--- config.mk ---
export PLATFORM = sky130hd
export DESIGN_NAME = apb_slave_responder
export DESIGN_NICKNAME = d
export VERILOG_FILES = /design/src/rtl/apb_slave_responder.sv
export SDC_FILE = /design/constraint.sdc
export NUM_CORES = 1
export LEC_CHECK = 0
export CAP_MARGIN = 10
export CORE_MARGIN = 2
export CORE_UTILIZATION = 37
export CTS_BUF_LIST = sky130_fd_sc_hd__clkbuf_8
export DETAILED_ROUTE_END_ITERATION = 6
export PLACE_DENSITY = 0.53
export SLEW_MARGIN = 20
export SYNTH_ARGS = -nofsm -noshare
export SYNTH_HDL_FRONTEND = slang
export SYNTH_SLANG_ARGS = --single-unit
--- constraint.sdc ---
create_clock -name clk -period 40.5 [get_ports clk]
set_input_delay 10.125 -clock clk [delete_from_list [all_inputs] [get_ports clk]]
set_output_delay 10.125 -clock clk [all_outputs]
set_load 0.05 [all_outputs]
--- src/rtl/apb_slave_responder.sv ---
// ----------------------------------------------------------------------------
// apb_slave_responder
//
// APB3 completer with a word-addressed register bank, a programmable
// wait-state generator, PSLVERR for bad addresses and saturating per-transfer
// statistics counters.
//
// Ports
//   clk       : single clock, all state on the rising edge
//   rst       : asynchronous, active-high reset
//   psel      : APB select
//   penable   : APB enable (access phase)
//   pwrite    : 1 = write, 0 = read
//   paddr     : byte address
//   pwdata    : write data
//   cfg_wait  : wait states to insert, sampled in the setup cycle
//   prdata    : read data (0 unless completing a good read)
//   pready    : transfer completes this cycle
//   pslverr   : error response, only ever high together with pready
//   wr_cnt    : successful writes (saturating)
//   rd_cnt    : successful reads (saturating)
//   err_cnt   : error responses (saturating)
// ----------------------------------------------------------------------------
module apb_slave_responder #(
   parameter int                    ADDR_WIDTH = 32,
   parameter int                    DATA_WIDTH = 32,
   parameter int                    DEPTH      = 16,
   parameter logic [ADDR_WIDTH-1:0] BASE_ADDR  = '0,
   parameter int                    CNT_WIDTH  = 16
) (
   input  logic                  clk,
   input  logic                  rst,
   input  logic                  psel,
   input  logic                  penable,
   input  logic                  pwrite,
   input  logic [ADDR_WIDTH-1:0] paddr,
   input  logic [DATA_WIDTH-1:0] pwdata,
   input  logic [3:0]            cfg_wait,
   output logic [DATA_WIDTH-1:0] prdata,
   output logic                  pready,
   output logic                  pslverr,
   output logic [CNT_WIDTH-1:0]  wr_cnt,
   output logic [CNT_WIDTH-1:0]  rd_cnt,
   output logic [CNT_WIDTH-1:0]  err_cnt
);

   localparam int IDX_W = $clog2(DEPTH);

   typedef enum logic {
      IDLE,
      ACCESS
   } state_t;

   state_t                  state_reg, state_next;
   logic [3:0]              wcnt_reg, wcnt_next;
   logic                    write_reg;
   logic [ADDR_WIDTH-1:0]   addr_reg;
   logic [DATA_WIDTH-1:0]   wdata_reg;
   logic [DATA_WIDTH-1:0]   mem_reg [DEPTH];
   logic [CNT_WIDTH-1:0]    wr_cnt_reg, rd_cnt_reg, err_cnt_reg;

   logic                    latch_en;
   logic                    done;
   logic [ADDR_WIDTH-1:0]   off;
   logic [IDX_W-1:0]        idx;
   logic                    addr_err;
   logic                    wr_en;

   // ------------------------------------------------------------------------
   // FSM next-state logic
   // ------------------------------------------------------------------------
   always_comb begin
      state_next = state_reg;
      wcnt_next  = wcnt_reg;
      latch_en   = 1'b0;
      done       = 1'b0;
      case (state_reg)
         IDLE: begin
            // psel with penable already high is a protocol violation: ignore it
            if (psel && !penable) begin
               latch_en   = 1'b1;
               wcnt_next  = cfg_wait;
               state_next = ACCESS;
            end
         end
         ACCESS: begin
            if (!psel) begin
               // master abort: drop the transfer without committing anything
               state_next = IDLE;
               wcnt_next  = '0;
            end else if (wcnt_reg != 4'd0) begin
               wcnt_next = wcnt_reg - 4'd1;
            end else begin
               done       = 1'b1;
               state_next = IDLE;
            end
         end
         default: state_next = IDLE;
      endcase
   end

   always_ff @(posedge clk or posedge rst) begin
      if (rst) begin
         state_reg <= IDLE;
         wcnt_reg  <= '0;
         write_reg <= 1'b0;
         addr_reg  <= '0;
         wdata_reg <= '0;
      end else begin
         state_reg <= state_next;
         wcnt_reg  <= wcnt_next;
         if (latch_en) begin
            write_reg <= pwrite;
            addr_reg  <= paddr;
            wdata_reg <= pwdata;
         end
      end
   end

   // ------------------------------------------------------------------------
   // Address decode on the latched address. BASE_ADDR is aligned to the
   // window size, so any set bit above the index field means out of range.
   // ------------------------------------------------------------------------
   always_comb begin
      off      = addr_reg - BASE_ADDR;
      idx      = off[IDX_W+1:2];
      addr_err = (addr_reg < BASE_ADDR)
               || (|off[ADDR_WIDTH-1:IDX_W+2])
               || (off[1:0] != 2'b00);
   end

   assign wr_en   = done && write_reg && !addr_err;
   assign pready  = done;
   assign pslverr = done && addr_err;
   assign prdata  = (done && !write_reg && !addr_err) ? mem_reg[idx] : '0;

   // ------------------------------------------------------------------------
   // Register bank: one resettable word per entry
   // ------------------------------------------------------------------------
   genvar gi;
   generate
      for (gi = 0; gi < DEPTH; gi++) begin : g_bank
         always_ff @(posedge clk or posedge rst) begin
            if (rst) begin
               mem_reg[gi] <= '0;
            end else if (wr_en && (idx == IDX_W'(gi))) begin
               mem_reg[gi] <= wdata_reg;
            end
         end
      end
   endgenerate

   // ------------------------------------------------------------------------
   // Saturating statistics counters, updated on the completion edge
   // ------------------------------------------------------------------------
   always_ff @(posedge clk or posedge rst) begin
      if (rst) begin
         wr_cnt_reg  <= '0;
         rd_cnt_reg  <= '0;
         err_cnt_reg <= '0;
      end else if (done) begin
         if (addr_err) begin
            if (err_cnt_reg != '1) err_cnt_reg <= err_cnt_reg + CNT_WIDTH'(1);
         end else if (write_reg) begin
            if (wr_cnt_reg != '1) wr_cnt_reg <= wr_cnt_reg + CNT_WIDTH'(1);
         end else begin
            if (rd_cnt_reg != '1) rd_cnt_reg <= rd_cnt_reg + CNT_WIDTH'(1);
         end
      end
   end

   assign wr_cnt  = wr_cnt_reg;
   assign rd_cnt  = rd_cnt_reg;
   assign err_cnt = err_cnt_reg;

endmodule

==> flow_metrics.py <==
metrics = {
    "place": {
        "hpwl_um": 39900,
        "port_buffers": 154,
        "placed_cells": 2851,
        "place_congestion": 0.773,
        "pre_cts_slack_ps": 17210,
    },
    "global_route": {
        "grt_pass1_vias": 17200,
        "grt_max_degree": 179,
        "grt_pass1_wl_um": 110000,
        "grt_remaining_overflow": 0,
        "antenna_found_initial": 3,
        "grt_use_total": 0.186,
    },
    "clock_tree": {
        "cts_tree": "built",
        "numCtsBuffers": 113,
        "clock-sinks": 630,
        "clk_pin_slew_worst_paths_ps": 60,
        "htree_levels": 3,
        "postCtsSetupBuffers": 0,
        "clockRootBuffer": "clkbuf_8",
        "cts_resized": 0,
        "cts.path.max_buffers": 3,
        "cts_hold_buf": 0,
        "clk_latency_ps": 710,
    },
    "yosys": {
        "synthTopCellsByArea": "dfrtp_1 56%, mux2_2 22%, mux4_2 13%, clkbuf_1 0.93%, and2_1 0.82%",
        "ys.flop_type": "dfrtp_1",
        "synth_area_sq_mm": 0.0284,
        "async_flop_share": 1.00,
        "synth_area_per_cell_sq_um": 16.0,
        "synth_edf_count": 0,
        "synth_top_area_cell": "dfrtp_1",
        "syn_inst": 1771,
        "seq_area_frac_synth": 0.555,
        "netlist.area_leader.share": 0.555,
        "yosysUniqueCellTypes": 47,
        "synth-seq-cells": 630,
        "synth_fp_nets": 1849,
        "yosysWarnings": 0,
    },
    "layout": {
        "multi_input_area_sq_mm": 0.0119,
        "drive_gt1_frac": 0.463,
        "area_growth_syn_to_layout_pct": 16.9,
        "seqCellArea_sq_mm": 0.0158,
        "nets": 2016,
        "nFillCells": 6832,
        "finalNonFillerCells": 3057,
        "largest_reg_flops": 512,
        "fin_util": 0.437,
    },
    "critical_path": {
        "worstSetupPathType": "in -> out",
        "crit_path_end_kind": "primary output",
        "crit_path_start": "psel",
        "r2r_end": "mem_reg[469]$_DFFE_PP0P_",
        "crit_end": "prdata[5]",
        "cp_slowest_stage_delay_ps": 810,
        "arrival_ps": 13010,
        "worst-r2r-cell-count": 6,
        "rr_startpoint": "addr_reg[2]$_DFFE_PP0P_",
        "cp.depth": 7,
        "required_ps": 30380,
        "worstSetupStartpointType": "input pin",
        "cp_common_cell": "clkdlybuf4s50_1",
        "cpMaxStageDelayCell": "and4b_2",
        "critical_path.max_fanout": 35,
        "cp_num_buf_inv": 3,
        "cpLargestDelayFamily": "simple AND/OR/NAND/NOR gates",
        "reg2reg_setup_slack_ps": 36230,
        "path_cells": "clkdlybuf4s50_1 > nand2_1 > or2_1 > clkinv_2 > and4b_2 > and2_1 > clkdlybuf4s50_1",
    },
    "timing": {
        "fin_crit_sh": 0.571,
        "fmax_ghz": 0.0432,
        "setup_viol": 0,
        "setup_tns_ps": 0,
        "finalHoldViolations": 0,
        "worst_pin_slew_ps": 1140,
        "clock_skew_ps": 29.2,
        "min_period_ps": 23130,
        "maxSlewViolCount": 0,
        "maxSlewHeadroom": 0.242,
        "rsz0062_at_grt": "false",
        "worst_slack_ps": 17370,
    },
    "min_path": {
        "hp-class": "reg -> reg",
    },
    "run_status": {
        "status": "completed",
    },
    "floorplanning": {
        "core_area_sq_mm": 0.0759,
        "std_cell_rows": 101,
        "dieArea_sq_mm": 0.0789,
        "die_w_um": 281,
        "start_util": 0.374,
        "chipHeight_um": 281,
        "pin_count": 155,
    },
    "detailed_routing": {
        "wirelength_um": 71000,
        "routed_via_density": 5.24,
        "vias": 16000,
        "first_pass_iters": 4,
        "drtIter0Drc": 755,
        "wl_per_cell_um": 23.2,
        "remaining_drc_errors": 0,
        "ant_nets": 0,
    },
    "run": {
        "drv_cap": 0,
    },
    "power": {
        "ir_drop_v": 0.0000224,
        "leakagePower_nw": 15.9,
        "power_density_mw_per_mm2": 42.5,
    },
}
placed cells by master, fill, tap and decap left out, drive strengths merged, types with 28 or more instances in the layout:
cell / count
buf: 35
clkdlybuf4s50: 154
dfrtp: 630
and2: 37
mux4: 160
nand3: 28
inv: 52
mux2: 582
clkbuf: 141
report_power, final:
part,internal (mW),switching [mW],total [mW]
combinational,0.0536,0.0624,0.116
clock,0.331,0.266,0.596
sequential,0.645,0.0516,0.697
total,1.03,0.380,1.41
worst register-to-register path: stages (launching register included):
cell	delay [ps]
dfrtp_4	700
buf_4	800
buf_4	840
and3b_1	410
nand3_2	530
buf_4	510
mux2_2	340
cell type report:
| type | instances | area share |
|---|---|---|
| Sequential cell | 630 | 0.476 |
| Timing Repair Buffer | 189 | 0.0561 |
| Multi-Input combinational cell | 997 | 0.359 |
| Clock buffer | 141 | 0.0585 |
| Inverter | 7 | 0.00106 |
| Tap cell | 1030 | 0.0388 |
| Clock inverter | 62 | 0.0106 |
| Antenna cell | 1 | 0.0000754 |
cell families after synthesis:
kind of cell / share of synthesized area
compound gates: 0.00370
xor+xnor: 0.0133
fa+ha+maj: 0.00220
buf+inv: 0.0250
flops: 0.555
mux: 0.358
simple gates: 0.0422
Yosys cell counts, types with 8 or more instances:
cell type / n
nand4_1: 25
buf_6: 12
nor2_1: 14
and2_1: 37
nand2_1: 17
buf_1: 14
mux4_2: 160
xnor2_1: 25
and3_1: 17
clkbuf_1: 70
xor2_1: 18
mux2_2: 560
mux2_1: 19
buf_2: 36
dfrtp_1: 630
nor3_1: 13
nor4_1: 12
a21oi_1: 8
nand3_1: 21
per-stage QoR:
stage | instance area (sq um) | hold slack (ps) | total power [mW]
2_1_floorplan | 28400 | 453 | 0.777
3_3_place_gp | 30800 | 463 | 0.825
3_5_place_dp | 30800 | 474 | 0.828
4_1_cts | 33100 | 488 | 1.44
5_1_grt | 33200 | 502 | 1.48
6_report | 33200 | 484 | 1.41
routing by layer:
metal  track usage  part of all wire  up-vias
met5             0                 0        -
met4        0.0570             0.026        0
met3        0.0321             0.038      124
met1         0.254              0.45     8633
li1              -                 -     6967
met2         0.302              0.49      288
worst min-delay path by stage:
stage                     depth (start not counted)                startpoint                  endpoint  slack [ps]
after floorplan                                   1  mem_reg[224]$_DFFE_PP0P_  mem_reg[224]$_DFFE_PP0P_         450
after global placement                            1  mem_reg[227]$_DFFE_PP0P_  mem_reg[227]$_DFFE_PP0P_         460
after detailed placement                          1  mem_reg[233]$_DFFE_PP0P_  mem_reg[233]$_DFFE_PP0P_         470
after CTS                                         1  mem_reg[233]$_DFFE_PP0P_  mem_reg[233]$_DFFE_PP0P_         490
after global routing                              1  mem_reg[233]$_DFFE_PP0P_  mem_reg[233]$_DFFE_PP0P_         500
final                                             1  mem_reg[233]$_DFFE_PP0P_  mem_reg[233]$_DFFE_PP0P_         480
(Power assumes the default switching activity.)
